==> src/rtl/instruction_fetch_unit.sv <==
// rtl/instruction_fetch_unit.sv - fetch stage: owns the PC, reads memory, hands the IR downstream
// Optional fetch_count statistics port is built only when FETCH_STATS_EN is defined.
module instruction_fetch_unit #(
  parameter int unsigned MEM_DEPTH   = 16384,
  parameter int unsigned MEM_LATENCY = 1
) (
  input  logic        clk,
  input  logic        reset,
  input  logic        jump,
  input  logic [15:0] jump_addr,
  output logic [15:0] mem_addr,
  output logic        mem_rd_en,
  input  logic [15:0] mem_data,
  output logic [15:0] instr_out,
  output logic        instr_valid,
  input  logic        instr_ready,
  output logic [15:0] pc_out
`ifdef FETCH_STATS_EN
  ,
  output logic [15:0] fetch_count
`endif
);

  localparam logic [1:0] S_IDLE  = 2'd0;
  localparam logic [1:0] S_ISSUE = 2'd1;
  localparam logic [1:0] S_WAIT  = 2'd2;
  localparam logic [1:0] S_HOLD  = 2'd3;

  localparam logic [15:0] PC_LAST   = 16'(MEM_DEPTH - 1);
  localparam logic [2:0]  WAIT_INIT = 3'(MEM_LATENCY - 1);

  logic [1:0]  state_q, state_d;
  logic [15:0] pc_q, pc_d;
  logic [15:0] ir_q, ir_d;
  logic        valid_q, valid_d;
  logic [2:0]  cnt_q, cnt_d;
  logic        accept;
  logic [15:0] jump_target;
  logic [15:0] pc_next;

  assign accept      = valid_q & instr_ready;
  assign jump_target = 16'(32'(jump_addr) % MEM_DEPTH);
  assign pc_next     = (pc_q == PC_LAST) ? 16'd0 : pc_q + 16'd1;

  // A jump overrides every state; leaving WAIT via jump drops the pending read.
  always_comb begin
    state_d = state_q;
    pc_d    = pc_q;
    ir_d    = ir_q;
    valid_d = valid_q;
    cnt_d   = cnt_q;
    if (jump) begin
      pc_d    = jump_target;
      valid_d = 1'b0;
      state_d = S_ISSUE;
    end else begin
      case (state_q)
        S_IDLE:  state_d = S_ISSUE;
        S_ISSUE: begin
          cnt_d   = WAIT_INIT;
          state_d = S_WAIT;
        end
        S_WAIT: begin
          if (cnt_q == 3'd0) begin
            ir_d    = mem_data;
            valid_d = 1'b1;
            state_d = S_HOLD;
          end else begin
            cnt_d = cnt_q - 3'd1;
          end
        end
        S_HOLD: begin
          if (accept) begin
            valid_d = 1'b0;
            pc_d    = pc_next;
            state_d = S_ISSUE;
          end
        end
        default: state_d = S_IDLE;
      endcase
    end
  end

  always_ff @(posedge clk) begin
    if (!reset) begin
      state_q <= S_IDLE;
      pc_q    <= 16'd0;
      ir_q    <= 16'd0;
      valid_q <= 1'b0;
      cnt_q   <= 3'd0;
    end else begin
      state_q <= state_d;
      pc_q    <= pc_d;
      ir_q    <= ir_d;
      valid_q <= valid_d;
      cnt_q   <= cnt_d;
    end
  end

`ifdef FETCH_STATS_EN
  logic [15:0] fetch_count_q;

  always_ff @(posedge clk) begin
    if (!reset) begin
      fetch_count_q <= 16'd0;
    end else if (accept && (fetch_count_q != 16'hFFFF)) begin
      fetch_count_q <= fetch_count_q + 16'd1;
    end
  end

  assign fetch_count = fetch_count_q;
`endif

  assign mem_addr    = pc_q;
  assign mem_rd_en   = (state_q == S_ISSUE);
  assign instr_out   = ir_q;
  assign instr_valid = valid_q;
  assign pc_out      = pc_q;

endmodule

==> config.mk <==
export PLATFORM = sky130hd
export DESIGN_NAME = instruction_fetch_unit
export DESIGN_NICKNAME = d
export VERILOG_FILES = /design/src/rtl/instruction_fetch_unit.sv
export SDC_FILE = /design/constraint.sdc
export NUM_CORES = 1
export LEC_CHECK = 0
export ABC_AREA = 0
export BUFFER_PORTS_ARGS = -buffer_cell sky130_fd_sc_hd__buf_4
export CORE_UTILIZATION = 48
export DETAILED_ROUTE_END_ITERATION = 10
export GPL_ROUTABILITY_DRIVEN = 0
export PLACE_DENSITY = 0.77
export SLEW_MARGIN = 20
export SYNTH_ARGS = -nofsm -noshare
export SYNTH_HDL_FRONTEND = slang
export SYNTH_SLANG_ARGS = --single-unit
==> constraint.sdc <==
create_clock -name clk -period 2.4 [get_ports clk]
set_input_delay 0 -clock clk [delete_from_list [all_inputs] [get_ports clk]]
set_output_delay 0 -clock clk [all_outputs]
set_load 0.01 [all_outputs]
Word level (Yosys, flattened, before mapping)
Cells that the tools add are included.
- output and inout bits: 50
- input bits: 36
- logic and storage cells: 48
- bits in registers: 38
- bitwise gates (word level): 3
- equality and inequality tests: 9
- add/sub/neg operators: 2
- mux-type cells: 13
- reduce and logical (&&, ||, !) cells: 14
- operators with widths (cell ; count):
    $mux 14 ; 3
    $add 16x1->16 const B ; 1
    $eq 16x14->1 const B ; 1
    $mux 16 ; 1
    $reduce_and 3->1 ; 3
    $pmux 2 s4 ; 1
    $reduce_and 2->1 ; 4
    $reduce_bool 2->1 ; 4
    $ne 2x2->1 const B ; 3
    $ne 3x3->1 const B ; 2
    $pmux 3 s2 ; 1
    $eq 2x2->1 const B ; 2
    $mux 2 ; 2
    $logic_not 3->1 ; 1
    $mux 1 ; 3
    $mux 3 ; 1
    $sub 3x1->3 const B ; 1
    $eq 2x1->1 const B ; 1
    $logic_not 2->1 ; 1
    $not 1->1 ; 2
    $pmux 1 s2 ; 1
    $reduce_or 2->1 ; 1
    $and 1x1->1 ; 1

Depth between registers and ports, before layout
- word-level depth: 5
- mapped depth: 9

Worst setup path after synthesis
OpenSTA, ideal clock, no wires.
- kind: register -> register
- start point: register pc_q[0], in the netlist mem_addr[0]
- end point: register pc_q[9], in the netlist mem_addr[9]
- cell stages (with the launch flop): 7
- arrival time: 1.697 ns
- buffers on the path: 0
- period minus slack after synthesis: 1.812 ns
- setup slack: 0.588 ns
- data required time: 2.284 ns
- cell sequence: dfxtp_1 > ha_1 > nand4_2 > or4_1 > nor3_2 > o21ai_1 > and3_1
- longest elaborated chain between the ends: 5
- RTL lines (element ; line ; RTL):
    start: declaration ; 33 ; logic [15:0] pc_q, pc_d;
    start signal: assignment ; 93 ; pc_q <= pc_d;
    $add 16x1->16 / $eq 16x14->1 (equally long branches) ; 43 ; assign pc_next = (pc_q == PC_LAST) ? 16'd0 : pc_q + 16'd1;
    $mux 16 (*) ; 43 ;
    $mux 14 (*) ; 73 ; if (accept) begin
    $mux 14 (*) ; 57 ; case (state_q)
    $mux 14 (*) ; 52 ; if (jump) begin
Every way passes the cells marked *; elsewhere a longest branch is shown, timed or not. The select of a mux whose other input is x is not followed.
A chain may end at the register's enable or synchronous reset.

Worst setup path after layout
- start point: register pc_q[0], in the netlist mem_addr[0]
- end point: register pc_q[1], in the netlist mem_addr[1]
The elaborated chain is that of the path after synthesis.

==> impl_metrics.tcl <==
set metrics [dict create \
    outcome "finished clean" \
    max_cap_viol_count 0 \
    die_h_um 68.57 \
    critPathArrivalTime_ps 2170 \
    clk_path_buf_depth 2 \
    async_flop_share_pct 0 \
    pwr-share-seq_pct 50.3 \
    rows 23 \
    syn-mean-instance-area_um2 7.820 \
    hold_violations 0 \
    grt_max_degree 37 \
    drive_gt1_share_pct 28.77 \
    wire_per_inst_um 14.17 \
    n_antenna_cell 0 \
    yosys.area.top_type "dfxtp_1" \
    synth_fp_nets 314 \
    cp_slowest_cell "dfxtp_1" \
    cts_tree "yes" \
    power.net_switching_mw 0.3733 \
    crit_type "reg2reg" \
    die_x_um 68.57 \
    synthMostInstantiatedCell "nand2_1" \
    vias 2176 \
    ys_seq_area_share_pct 35.76 \
    internal_power_mw 0.9920 \
    relSlewSlack_pct 58.95 \
    clockRootBuffer "clkbuf_8" \
    p_per_area_nw_per_um2 460.4 \
    synth_edf_count 0 \
    ys_warn_count 0 \
    synthTopCellsByArea "dfxtp_1 (36%), nand2_1 (9.7%), buf_4 (6.0%)" \
    cts_buffers 5 \
    fillers 333 \
    worst_ep_required_time_ps 2590 \
    path_buf_inv 0 \
    hold-worst-slack_ps 17.02 \
    synth_cell_types 46 \
    viasPerCell 5.333 \
    path_clk_slew_ps 70 \
    synth_flop_cell "dfxtp_1" \
    grt_usage_pct 27.28 \
    antenna_found_initial 0 \
    start_util_pct 51.69 \
    first_global_vias 1967 \
    slew_violations 0 \
    startpoint_type "register" \
    grt_overflow 0 \
    swShare_pct 27.34 \
    hp-class "in2reg" \
    skew_ps 4.666 \
    cp_max_fo 7 \
    fin_crit_sh_pct 82.77 \
    area_delta_synth_final_pct 39.41 \
    grt_pass1_wl_mm 9.246 \
    drc 0 \
    period_needed_ps 1987 \
    clock_latency_ps 300 \
    cts-resized-gates 0 \
    dp_hpwl_mm 3.910 \
    synth_common_cells "nand2_1 (55), dfxtp_1 (38), o21ai_0 (19)" \
    fin_tns_setup_ps 0 \
    ios 86 \
    clockPowerShare_pct 31.1 \
    ys_seq_elements 38 \
    syn-instance-count 272 \
    max-vdd-ir-drop_v 0.0002805 \
    wl_mm 5.783 \
    nets 400 \
    cp-end-kind "register" \
    worst_pin_slew_ps 614.1 \
    drt_pre_antenna_iters 4 \
    path_delay_family "simple AND/OR/NAND/NOR gates" \
    io_buffers 83 \
    leakage_nw 1.276 \
    syn_area_um2 2127 \
    ant_nets 0 \
    die_area_um2 4702 \
    cts_sinks 38 \
    cp_slowest_stage_delay_ps 450 \
    dr.first_iter.drc_count 153 \
    rsz0062_at_grt "no" \
    p_comb_share_pct 18.7 \
    fmax_ghz 0.5034 \
    synth_top_area_share_pct 35.76 \
    htreeDepth 2 \
    setup_violations 0 \
    core_area_um2 4115 \
    crit_chain "ha_1 > nand4_2 > nor4_2 > nor2_1 > a221oi_1 > nor2b_1" \
]
==> worst paths after layout <==
check	slack (ps)	cells past startpoint	startpoint	endpoint
setup / recovery	410	6	mem_addr[0]$_SDFFE_PN0P_	mem_addr[1]$_SDFFE_PN0P_
hold reg to reg	450	2	instr_out[6]$_SDFFE_PN0P_	instr_out[6]$_SDFFE_PN0P_
hold / removal	20	4	jump_addr[5]	mem_addr[5]$_SDFFE_PN0P_
setup reg to reg	410	6	mem_addr[0]$_SDFFE_PN0P_	mem_addr[1]$_SDFFE_PN0P_
==> repair_timing <==
action,in CTS,in global routing
hold buffers,23,0
setup buffers,0,0
hold endpoints to repair,23,0
==> registers in the layout, summed over array words and instances (netlist names) <==
name         count
cnt_q            3
instr_out       16
mem_addr        16
instr_valid      1
state_q          2
==> power groups by stage <==
| stage | Combinational, mW | Clock (mW) | Sequential (mW) |
|---|---|---|---|
| 5_1_grt | 0.281 | 0.468 | 0.691 |
| 2_1_floorplan | 0.119 | 0 | 0.703 |
| 4_1_cts | 0.254 | 0.432 | 0.686 |
| 3_3_place_gp | 0.219 | 0 | 0.699 |
| 3_5_place_dp | 0.224 | 0 | 0.701 |
| 6_report | 0.255 | 0.425 | 0.686 |
==> placed cells by master, fill, tap and decap left out, drive strengths merged, types with 3 or more instances in the layout <==
cell and n:
xor2 4, a21oi 14, dfxtp 38, xnor2 4, nand3 7, nand2 55
nor4 3, a21boi 17, and3 7, dlygate4sd3 23, nor3 9, clkbuf 5
nand4 5, nor2b 4, and2 4, buf 86, nor2 11, o21ai 21
inv 9, ha 6
==> tightest hold or removal path, delay by kind of cell <==
kind	cells	cell delay, ps
and+or+nand+nor	1	40
buffers and inverters	1	80
AOI/OAI and AO/OA	2	180
==> metal layers <==
layer / global-route usage [%] / vias to the layer above / part of all wire, %
met4: 9.375 / 0 / 1.6
met2: 47.67 / 71 / 52
li1: - / 1087 / -
met5: 0 / - / 0
met1: 31.32 / 1010 / 40
met3: 8.224 / 8 / 6.9
==> layout make-up <==
cell class | count | area [µm²] | share of cell area, %
multi-input cells | 195 | 1154 | 38.90
repair buffers | 109 | 875.8 | 29.54
flip-flops and latches | 38 | 760.7 | 25.65
clock buffers | 5 | 68.82 | 2.321
well taps | 50 | 62.56 | 2.110
inverters | 9 | 33.78 | 1.139
clock inverters | 2 | 10.01 | 0.3376
==> kinds of logic (layout without fill, tap and decap cells) <==
family                   count (synthesis)  in the layout  share of synthesized area [%]
AO/OA/AOI/OAI                           65             65                          19.24
XOR/XNOR                                 8              8                          3.294
adder cells (fa/ha/maj)                  6              6                          3.529
buffers and inverters                   39            125                          10.00
flip-flops                              38             38                          35.76
multiplexers                             1              1                         0.4706
AND/OR/NAND/NOR                        115            115                          27.71
==> through the flow <==
stage	std cells	util (%)	setup slack [ps]	power (mW)	cell area, µm²
2_1_floorplan	272	-	587.9	0.8225	2127
5_1_grt	408	72.06	245.9	1.440	2965
4_1_cts	408	72.06	429.3	1.372	2965
6_report	408	72.06	413.5	1.365	2965
3_3_place_gp	378	64.55	469.1	0.9184	2656
3_5_place_dp	378	64.55	438.6	0.9243	2656
Power figures use the tool's default switching activity.
